<file path="src/rtl/cp_pkg.sv">
// Shared command-processor types: block geometry, FIFO sequencer states, pointer alignment helper.
package cp_pkg;

  localparam int CP_BLOCK_BYTES = 32;
  localparam int CP_PTR_ALIGN   = 5;

  typedef enum logic [1:0] {
    IDLE  = 2'd0,
    REQ   = 2'd1,
    BREAK = 2'd2
  } cp_fifo_state_t;

  function automatic logic [31:0] cp_align(input logic [31:0] a);
    return a & ~((32'd1 << CP_PTR_ALIGN) - 32'd1);
  endfunction

endpackage

</file>
<file path="src/rtl/cp_ring_ptr.sv">
// Block-aligned ring pointer: wraps to base once it reaches the end block; load forces base.
// Single-cycle update, no backpressure (advance/load are accepted every cycle).
module cp_ring_ptr
  import cp_pkg::*;
#(
  parameter int BLOCK_BYTES = CP_BLOCK_BYTES
) (
  input  logic        clk,
  input  logic        resetn,
  input  logic        advance,
  input  logic        load,
  input  logic [31:0] base,
  input  logic [31:0] fifo_end,
  output logic [31:0] ptr
);

  logic [31:0] ptr_inc;
  logic        at_end;

  assign ptr_inc = ptr + 32'(BLOCK_BYTES);
  assign at_end  = cp_align(ptr) >= cp_align(fifo_end);

  always_ff @(posedge clk or negedge resetn) begin
    if (!resetn) begin
      ptr <= '0;
    end else if (load) begin
      ptr <= cp_align(base);
    end else if (advance) begin
      ptr <= at_end ? cp_align(base) : cp_align(ptr_inc);
    end
  end

endmodule

</file>
<file path="src/rtl/cp_fifo_controller.sv">
// CP graphics FIFO sequencer: tracks WP/RP/distance, fetches blocks, raises watermark/breakpoint events.
// Strobe-to-MemReq 2 cycles; fetch waits on ParserReady, MemReq is held until MemAck.
module cp_fifo_controller
  import cp_pkg::*;
#(
  parameter int BLOCK_BYTES = CP_BLOCK_BYTES
) (
  input  logic        clk,
  input  logic        resetn,
  input  logic [31:0] FIFOBase,
  input  logic [31:0] FIFOEnd,
  input  logic [31:0] FIFOHighWatermark,
  input  logic [31:0] FIFOLowWatermark,
  input  logic [31:0] FIFOBreakpoint,
  input  logic        EnGPFIFO,
  input  logic        EnGPLink,
  input  logic        EnBP,
  input  logic        EnFIFOOverflow,
  input  logic        EnFIFOUnderflow,
  input  logic        SyncPointers,
  input  logic        PIWriteStrobe,
  input  logic        ParserReady,
  input  logic        ParserIdle,
  output logic        MemReq,
  output logic [31:0] MemAddr,
  input  logic        MemAck,
  output logic [31:0] FIFOWritePointer,
  output logic [31:0] FIFOReadPointer,
  output logic [31:0] FIFORWDistance,
  output logic        IntBP,
  output logic        IntFIFOverflow,
  output logic        IntFIFOUnderflow,
  output logic        StatGPReadIdle,
  output logic        StatGPIdle
);

  cp_fifo_state_t state, state_nxt;
  logic        sync_pend, bp_armed, hi_q, lo_q;
  logic        wr, rd_ack, sync_apply, wp_adv, rp_adv, bp_hit, fetch_ok;
  logic        dist_hi, dist_lo;
  logic [31:0] blk;

  assign blk      = 32'(BLOCK_BYTES);
  assign wr       = PIWriteStrobe & EnGPLink;
  assign rd_ack   = (state == REQ) & MemAck;
  // A sync seen mid-fetch is deferred to the ack so the bus cycle is never abandoned.
  assign sync_apply = (state == REQ) ? (MemAck & (sync_pend | SyncPointers)) : SyncPointers;
  assign wp_adv   = wr & ~sync_apply;
  assign rp_adv   = rd_ack & ~sync_apply;
  assign bp_hit   = EnBP & bp_armed & (FIFOReadPointer == cp_align(FIFOBreakpoint));
  assign fetch_ok = EnGPFIFO & (FIFORWDistance != '0) & ParserReady;
  assign dist_hi  = FIFORWDistance > FIFOHighWatermark;
  assign dist_lo  = FIFORWDistance < FIFOLowWatermark;

  cp_ring_ptr #(.BLOCK_BYTES(BLOCK_BYTES)) u_wp (
    .clk(clk), .resetn(resetn), .advance(wp_adv), .load(sync_apply),
    .base(FIFOBase), .fifo_end(FIFOEnd), .ptr(FIFOWritePointer)
  );

  cp_ring_ptr #(.BLOCK_BYTES(BLOCK_BYTES)) u_rp (
    .clk(clk), .resetn(resetn), .advance(rp_adv), .load(sync_apply),
    .base(FIFOBase), .fifo_end(FIFOEnd), .ptr(FIFOReadPointer)
  );

  always_comb begin
    state_nxt = state;
    case (state)
      IDLE: begin
        if (SyncPointers)  state_nxt = IDLE;
        else if (bp_hit)   state_nxt = BREAK;
        else if (fetch_ok) state_nxt = REQ;
      end
      REQ:     if (MemAck) state_nxt = IDLE;
      BREAK:   if (SyncPointers || !EnBP) state_nxt = IDLE;
      default: state_nxt = IDLE;
    endcase
  end

  always_ff @(posedge clk or negedge resetn) begin
    if (!resetn) begin
      state            <= IDLE;
      sync_pend        <= 1'b0;
      bp_armed         <= 1'b1;
      FIFORWDistance   <= '0;
      hi_q             <= 1'b0;
      lo_q             <= 1'b0;
      IntBP            <= 1'b0;
      IntFIFOverflow   <= 1'b0;
      IntFIFOUnderflow <= 1'b0;
    end else begin
      state     <= state_nxt;
      sync_pend <= (state == REQ) & (sync_pend | SyncPointers) & ~MemAck;
      // Breakpoint re-arms only once the read pointer has moved off the halted block.
      if ((state == IDLE) && (state_nxt == BREAK)) bp_armed <= 1'b0;
      else if (rp_adv || sync_apply)               bp_armed <= 1'b1;
      if (sync_apply)
        FIFORWDistance <= '0;
      else
        FIFORWDistance <= FIFORWDistance + (wp_adv ? blk : 32'd0) - (rp_adv ? blk : 32'd0);
      hi_q             <= dist_hi;
      lo_q             <= dist_lo;
      IntBP            <= (state == IDLE) && (state_nxt == BREAK);
      IntFIFOverflow   <= EnFIFOOverflow & dist_hi & ~hi_q;
      IntFIFOUnderflow <= EnFIFOUnderflow & dist_lo & ~lo_q;
    end
  end

  assign MemReq         = (state == REQ);
  assign MemAddr        = FIFOReadPointer;
  assign StatGPReadIdle = (state != REQ) & ((FIFORWDistance == '0) | ~EnGPFIFO);
  assign StatGPIdle     = StatGPReadIdle & ParserIdle;

endmodule

</file>
<file path="config.mk">
export PLATFORM = sky130hd
export DESIGN_NAME = cp_fifo_controller
export DESIGN_NICKNAME = d
export VERILOG_FILES = /design/src/rtl/cp_pkg.sv /design/src/rtl/cp_ring_ptr.sv /design/src/rtl/cp_fifo_controller.sv
export SDC_FILE = /design/constraint.sdc
export NUM_CORES = 1
export LEC_CHECK = 0
export ABC_AREA = 1
export CAP_MARGIN = 25
export CELL_PAD_IN_SITES_DETAIL_PLACEMENT = 1
export CELL_PAD_IN_SITES_GLOBAL_PLACEMENT = 1
export CORE_UTILIZATION = 37
export CTS_BUF_LIST = sky130_fd_sc_hd__clkbuf_4 sky130_fd_sc_hd__clkbuf_8 sky130_fd_sc_hd__clkbuf_16
export DETAILED_ROUTE_END_ITERATION = 8
export HOLD_SLACK_MARGIN = 0.15
export PLACE_DENSITY_LB_ADDON = 0.08
export SYNTH_ARGS = -nofsm -noshare
export SYNTH_HDL_FRONTEND = slang
export SYNTH_SLANG_ARGS = --single-unit
</file>
<file path="constraint.sdc">
create_clock -name clk -period 7.6 [get_ports clk]
set_clock_uncertainty 0.15 [all_clocks]
set_input_delay 1.14 -clock clk [delete_from_list [all_inputs] [get_ports clk]]
set_output_delay 1.14 -clock clk [all_outputs]
set_load 0.05 [all_outputs]
</file>
=== Word level (Yosys, flattened, before mapping) ===
Index checks and enable logic that the tools add are counted.

* Register bits after elaboration: 105
* Input port bits: 172
* Output and inout bits: 134

* $add $sub $neg: 4
* $lt $le $gt $ge: 4
* Eq/ne operators: 5
* Muxes and demuxes: 18
* Bitwise logic cells: 24
* Reduce and logical (&&, ||, !) cells: 10

{| class="wikitable"
|+ Operator list
! operator !! number
|-
| 32-bit two-way mux || 7
|-
| 32-bit by 6-bit adder with 32-bit output, second input constant || 2
|-
| 32-bit greater-or-equal comparator || 2
|-
| 32-bit by 6-bit adder with 32-bit output || 1
|-
| 32-bit == test || 1
|-
| 32-bit greater-than comparator || 1
|-
| 32-bit zero test || 1
|-
| 32-bit < comparator || 1
|-
| 32-bit nonzero test || 1
|-
| 32-bit by 6-bit subtractor with 32-bit output || 1
|-
| 1-bit bitwise AND || 17
|-
| 6-bit two-way mux || 2
|-
| 2-bit two-way mux || 5
|-
| 2-bit case mux with 3 select lines || 1
|-
| 2-bit nonzero test || 3
|-
| 1-bit NOT || 5
|-
| 2-bit == test, second input constant || 2
|-
| 1-bit two-way mux || 3
|-
| 2-bit by 1-bit == test with 1-bit output, second input constant || 1
|-
| 2-bit zero test || 1
|-
| 1-bit logical OR || 2
|-
| 2-bit by 1-bit != test with 1-bit output, second input constant || 1
|-
| 1-bit bitwise OR || 2
|-
| 1-bit logical AND || 1
|-
| 1-bit zero test || 1
|}

=== Depth between registers and ports, before layout ===
* Depth after elaboration: 10
* Mapped depth: 21

=== By module ===
From an unflattened synthesis, not the netlist that was laid out.

* Cells, all modules: 2019
* Area total of the unflattened synthesis: 12275.5 sq um

{| class="wikitable"
|+ Modules (own cells, without submodules)
! module !! times used !! cells an instance !! area an instance (sq um) !! seq. area each (sq um)
|-
| cp_fifo_controller || 1 || 1043 || 6234.7 || 977.2
|-
| cp_ring_ptr || 2 || 488 || 3020.4 || 675.6
|}

=== Least setup slack after synthesis ===
No wires, ideal clock.

* Kind: input to register
* From: in MemAck
* To: reg FIFORWDistance[30]
* Setup time: 117 ps
* Arrival: 3542 ps
* Slack: 3791 ps
* Stages on the path: 19
* Path buffers: 1
* Cell sequence: inv_1 nand2_4 nand2_2 clkbuf_1 nand2_1 fa_1 inv_1 ha_1 nand2_1 o21ai_0 nand2_1 nand2_1 nand2_1 nand2_1 nand3_1 nand2_1 nand2_1 nand2_1 nor2_1

* Word-level cells in the longest chain between the ends: 8
* Elaborated cells between the ends (all ways): 11

{| class="wikitable"
|+ Ends and longest elaborated chain
! what !! line !! text
|-
| from (decl) || cp_fifo_controller.sv:26 || <nowiki>input logic MemAck,</nowiki>
|-
| 1-bit bitwise AND || cp_fifo_controller.sv:47 || <nowiki>assign sync_apply = (state == REQ) ? (MemAck & (sync_pend | SyncPointers)) : SyncPointers;</nowiki>
|-
| 1-bit two-way mux || cp_fifo_controller.sv:47 ||
|-
| 1-bit NOT || cp_fifo_controller.sv:48, cp_fifo_controller.sv:49 ||
|-
| 1-bit bitwise AND || cp_fifo_controller.sv:48 || <nowiki>assign wp_adv = wr & ~sync_apply;</nowiki>
|-
| 6-bit two-way mux || cp_fifo_controller.sv:99 || <nowiki>FIFORWDistance <= FIFORWDistance + (wp_adv ? blk : 32'd0) - (rp_adv ? blk : 32'd0);</nowiki>
|-
| 32-bit by 6-bit adder with 32-bit output || cp_fifo_controller.sv:99 ||
|-
| 32-bit by 6-bit subtractor with 32-bit output || cp_fifo_controller.sv:99 ||
|-
| 32-bit two-way mux (*) || cp_fifo_controller.sv:96 || <nowiki>if (sync_apply)</nowiki>
|-
| to (signal assigned) || cp_fifo_controller.sv:99 ||
|-
| to (decl) || cp_fifo_controller.sv:29 || <nowiki>output logic [31:0] FIFORWDistance,</nowiki>
|}

Mark *: on every way between the ends. The rest lies on a longest branch, timed or not.
A chain may end at the register's enable or synchronous reset.

=== Worst setup path after layout ===
* From: in SyncPointers
* To: reg FIFORWDistance[30]

* Word-level cells in the longest chain between the ends: 9
* Elaborated cells between the ends (all ways): 11

{| class="wikitable"
|+ Ends and longest elaborated chain
! what !! line !! text
|-
| from (decl) || cp_fifo_controller.sv:20 || <nowiki>input logic SyncPointers,</nowiki>
|-
| 1-bit bitwise OR || cp_fifo_controller.sv:47 ||
|-
| 1-bit bitwise AND || cp_fifo_controller.sv:47 ||
|-
| 1-bit two-way mux (*) || cp_fifo_controller.sv:47 ||
|-
| 1-bit NOT || cp_fifo_controller.sv:48, cp_fifo_controller.sv:49 ||
|-
| 1-bit bitwise AND || cp_fifo_controller.sv:48 ||
|-
| 6-bit two-way mux || cp_fifo_controller.sv:99 ||
|-
| 32-bit by 6-bit adder with 32-bit output || cp_fifo_controller.sv:99 ||
|-
| 32-bit by 6-bit subtractor with 32-bit output || cp_fifo_controller.sv:99 ||
|-
| 32-bit two-way mux (*) || cp_fifo_controller.sv:96 ||
|}

Marks and branches as above.

==> results.md <==
- Detailed routing placed a total of about 1200 µm of wire on met3.
- The critical path's slowest cell is sky130_fd_sc_hd__fa_1.
- The detailed router's first-iteration violation count is 401.
- TritonCTS built the clock tree.
- For this run, the slowest stage of the critical path takes 520 ps.
- The core region is between 20,000 and 30,000 µm².
- The length of routed met2 wiring is 22,500 µm.
- After detailed routing, the wire length on met1 is 17,600 µm.
- The largest delay contributor family on the critical path is simple AND/OR/NAND/NOR gates.
- Traced cell by cell, the critical path runs through clkdlybuf4s50_1 > inv_2 > nand2_1 > nor4_1 > fa_1 > inv_1 > ha_1 > a21oi_1 > o21ai_0 > nand2_1 > nand2_1 > nand2_1 > nand2_1 > nand3_1 > nand2_1 > nand2_1 > nand2_1 > nor2_1.
- The minimum clock period is 4310 ps.
- Summing all placed instances gives a cell area of 14,200 µm².
- Global routing used 27.9% of the available tracks.
- For this run, the post-layout net count is approximately 2,400.
- Counting along the longest clock path gives a buffer depth of 2.
- The static power due to leakage is 7.56 nW.
- OpenSTA, run right after detailed placement, puts the worst setup slack at between 2000 and 3000 ps.
- Setup violations remaining at the end of the flow were counted as 0.
- Among all flip-flop cells after synthesis, the most frequent one is sky130_fd_sc_hd__dfrtp_1.
- sky130_fd_sc_hd__dfrtp_1 takes more of the synthesized area than any other cell.
- The worst path uses 56.7% of the clock period.
- By area the synthesized netlist is led by sky130_fd_sc_hd__dfrtp_1 (20%), sky130_fd_sc_hd__nand2_1 (18%), sky130_fd_sc_hd__ha_1 (18%).
- The I/O pin count is just over 300.
- The number of violations of the max-capacitance limit is 0.
- The min-delay analysis places its worst path in the category reg2reg.
- The floorplan step defined a die boundary enclosing around 31,000 µm².
- The total negative slack for setup checks is 0 ps.
- The mapped netlist covers 11,300 µm².
- The number of hold violations in the final report is 0.
- The routed wire length is about 43,000 µm.
- The max-slew headroom at the worst pin is 45.0%.
- The number of antenna-violating nets in the routed design is 0.
- The most numerous cell on the critical path is sky130_fd_sc_hd__nand2_1.
- For the pin with the worst max-slew slack, the measured transition is 823 ps.
- In this run, synthesis inferred 0 flip-flops with an integrated enable.
- Once layout is done, the placed cells without fillers occupy 14,500 µm².
- The number of distinct library cell variants in the gate-level netlist after synthesis is 44.
- Derived from the worst setup path, the maximum achievable clock frequency is around 230 MHz.
- The number of pins with negative max-slew slack in the final report was 0.
- By count the netlist is led by sky130_fd_sc_hd__nand2_1 (536), sky130_fd_sc_hd__inv_1 (296), sky130_fd_sc_hd__nor2_1 (187).
- The cell count after synthesis came out at 1,797.
- The worst setup path is captured at a flop.
- At the worst endpoint, the required time is 7740 ps.
- In the post-route analysis, the smallest setup slack over all paths is 3290 ps.
- Across the VDD grid, the largest voltage drop is 0.160 mV.
- The sequential share of power is 19.5%.
- Row generation in the floorplan step produced 63 rows.
- The first detailed-routing pass took 4 iterations.
- The number of vias per cell after detailed routing is between 5 and 6.
- The first global-routing pass estimated 68,100 µm of wire.
- Along the worst path, the maximum fanout reaches 5.
- Sequential elements use 20.6% of the synthesized area.
- For this run, the number of Yosys warnings is 0.
- In this run the vertical extent of the chip is ~180 µm.
- Together, buffers and inverters on the worst path number 3.
- The top-area cell type share of the netlist area is between 20% and 30%.
- The critical path in this run is classified as in2reg.
- The total power is ~5.3 mW.
- The final route contains 12,200 vias.
- Signal routing reaches up to met4.
- The number of global-route vias before repair is approximately 13,000.
- Routability-driven placement finished with a final weighted congestion of 0.892.
- From synthesis to final layout, the design area changed by 27.9%.
- Each instance of the synthesized netlist takes up on average roughly 6.3 µm².
- After clock tree synthesis, the flow added hold-fix buffers numbering 0.
- Of the cells placed in the final design, the portion with a size suffix greater than 1 is 2.35%.
- The routed length per instance is around 18 µm.
- Clock tree synthesis found a total of 93 sinks.
- Setup repair after global routing left no endpoint under its margin.
- The flow ran to the end, and the final reports show no timing, DRC or antenna violations.
- The H-tree was split into 3 levels.
- The count of buffers added on input and output ports is 273.
- The register bit count reported by yosys is 93.
- In this run, post-CTS repair resized a total of 0 instances.
- The total power per unit cell area is ~370 nW/µm².
- In this run switching power makes up 58.7% of total power.
- The number of CTS-inserted buffers is 9.
- Internal power comes to 2.20 mW.
- After detailed routing, the number of remaining DRC violations is 0.
- The leftover overflow at the end of global routing is 0.
- Once the floorplan was initialized, standard cells occupied around 38% of the core.
- The CTS root buffer is sky130_fd_sc_hd__clkbuf_16.
- The die is 177 µm wide.
- After synthesis, the share of flip-flops with an asynchronous set or reset is 100%.
- The worst setup path is launched from an input port.
- After clock tree synthesis, the setup repair step added 0 buffers.
- The arrival time of data at the critical path endpoint is 4450 ps.
- For the worst-skew pair, the clock arrives at the later sink with an insertion delay of ~370 ps.
- Summed over all nets, the half-perimeter wirelength after detailed placement is roughly 35,000 µm.
- The clock network fraction of design power is a little under a tenth.
- sky130_fd_sc_hd__nand2_1 is the most common cell in the netlist.
- The combinational cell fraction of total power is 71.2%.
- The maximum number of pins on one net before global-route repair is between 40 and 50.
- The initial antenna violation count is 1.
- The clock slew seen by the registers of the worst setup and hold paths is 70 ps.
- In this run the power spent charging and discharging nets is 3.12 mW.
[logic make-up (layout without fill, tap and decap cells)]
group           count (synthesis)  after routing  share of synthesized area, %
simple gates                  965            965                          35.9
compound gates                153            153                          7.32
other cells                     1             18                        0.0331
flops                          93             93                          20.6
xor+xnor                       54             54                          4.17
buf+inv                       370            596                          14.1
fa+ha+maj                     161            161                          17.8
[state kept, by name, indices dropped and copies added, names as in the netlist, 2 cells and up]
register	flops
FIFORWDistance	30
u_rp.ptr	27
u_wp.ptr	27
state	2
[area by class of cell]
class                           instances  area (µm²)
Clock buffer                           10         233
Clock inverter                          6        71.3
Multi-Input combinational cell       1350        7460
Antenna cell                            1        2.50
Sequential cell                        93        2330
Timing Repair Buffer                  278        2770
Tap cell                              390         488
Fill cell                            3959       15400
Inverter                              302        1130
[power by group through the flow]
| stage | logic (mW) | clock network, mW | registers [mW] |
|---|---|---|---|
| floorplan | 2.18 | 0 | 1.42 |
| global placement | 3.66 | 0 | 1.05 |
| detailed placement | 3.78 | 0 | 1.05 |
| CTS | 3.81 | 0.509 | 1.04 |
| global route | 4.20 | 0.524 | 1.06 |
| finish | 3.79 | 0.498 | 1.04 |
[worst min-delay path, cell delays in order (launching register included)]
cell and delay [ps]:
sky130_fd_sc_hd__dfrtp_1 320, sky130_fd_sc_hd__inv_1 40, sky130_fd_sc_hd__nand2_1 40, sky130_fd_sc_hd__nor2_1 40
[layer usage]
layer	track usage, %	up-vias
li1	-	6070
met1	31.9	5860
met2	52.9	230
met3	3.01	63
met4	10.1	0
met5	0	-
[cells in the final DEF (no fill, tap or decap), types with 18 or more instances in the layout]
cell type / n
sky130_fd_sc_hd__nand2_1: 536
sky130_fd_sc_hd__inv_1: 296
sky130_fd_sc_hd__clkdlybuf4s50_1: 272
sky130_fd_sc_hd__nor2_1: 187
sky130_fd_sc_hd__nand3_1: 163
sky130_fd_sc_hd__ha_1: 160
sky130_fd_sc_hd__dfrtp_1: 92
sky130_fd_sc_hd__a21oi_1: 91
sky130_fd_sc_hd__o21ai_0: 36
sky130_fd_sc_hd__xor2_1: 29
sky130_fd_sc_hd__xnor2_1: 25
sky130_fd_sc_hd__nor3_1: 18
[worst paths after layout]
| check | cells past startpoint | to | slack [ps] | start |
|---|---|---|---|---|
| max | 18 | FIFORWDistance[30] | 3290 | SyncPointers |
| min | 3 | IntFIFOUnderflow | 320 | lo_q |
| max reg2reg | 18 | FIFORWDistance[30] | 4030 | state[1] |
| min reg2reg | 3 | IntFIFOUnderflow | 320 | lo_q |
| max in group asynchronous | 2 | u_rp.ptr[20] | 5500 | resetn |
| min in group asynchronous | 1 | FIFORWDistance[13] | 650 | resetn |
[through the flow]
step	hold WS (ps)	utilization, %	instances
floorplan	297	-	1813
global placement	308	47.5	2413
detailed placement	318	47.5	2413
CTS	330	48.5	2429
global route	360	48.5	2429
finish	321	48.5	2430
(Power assumes the default switching activity.)
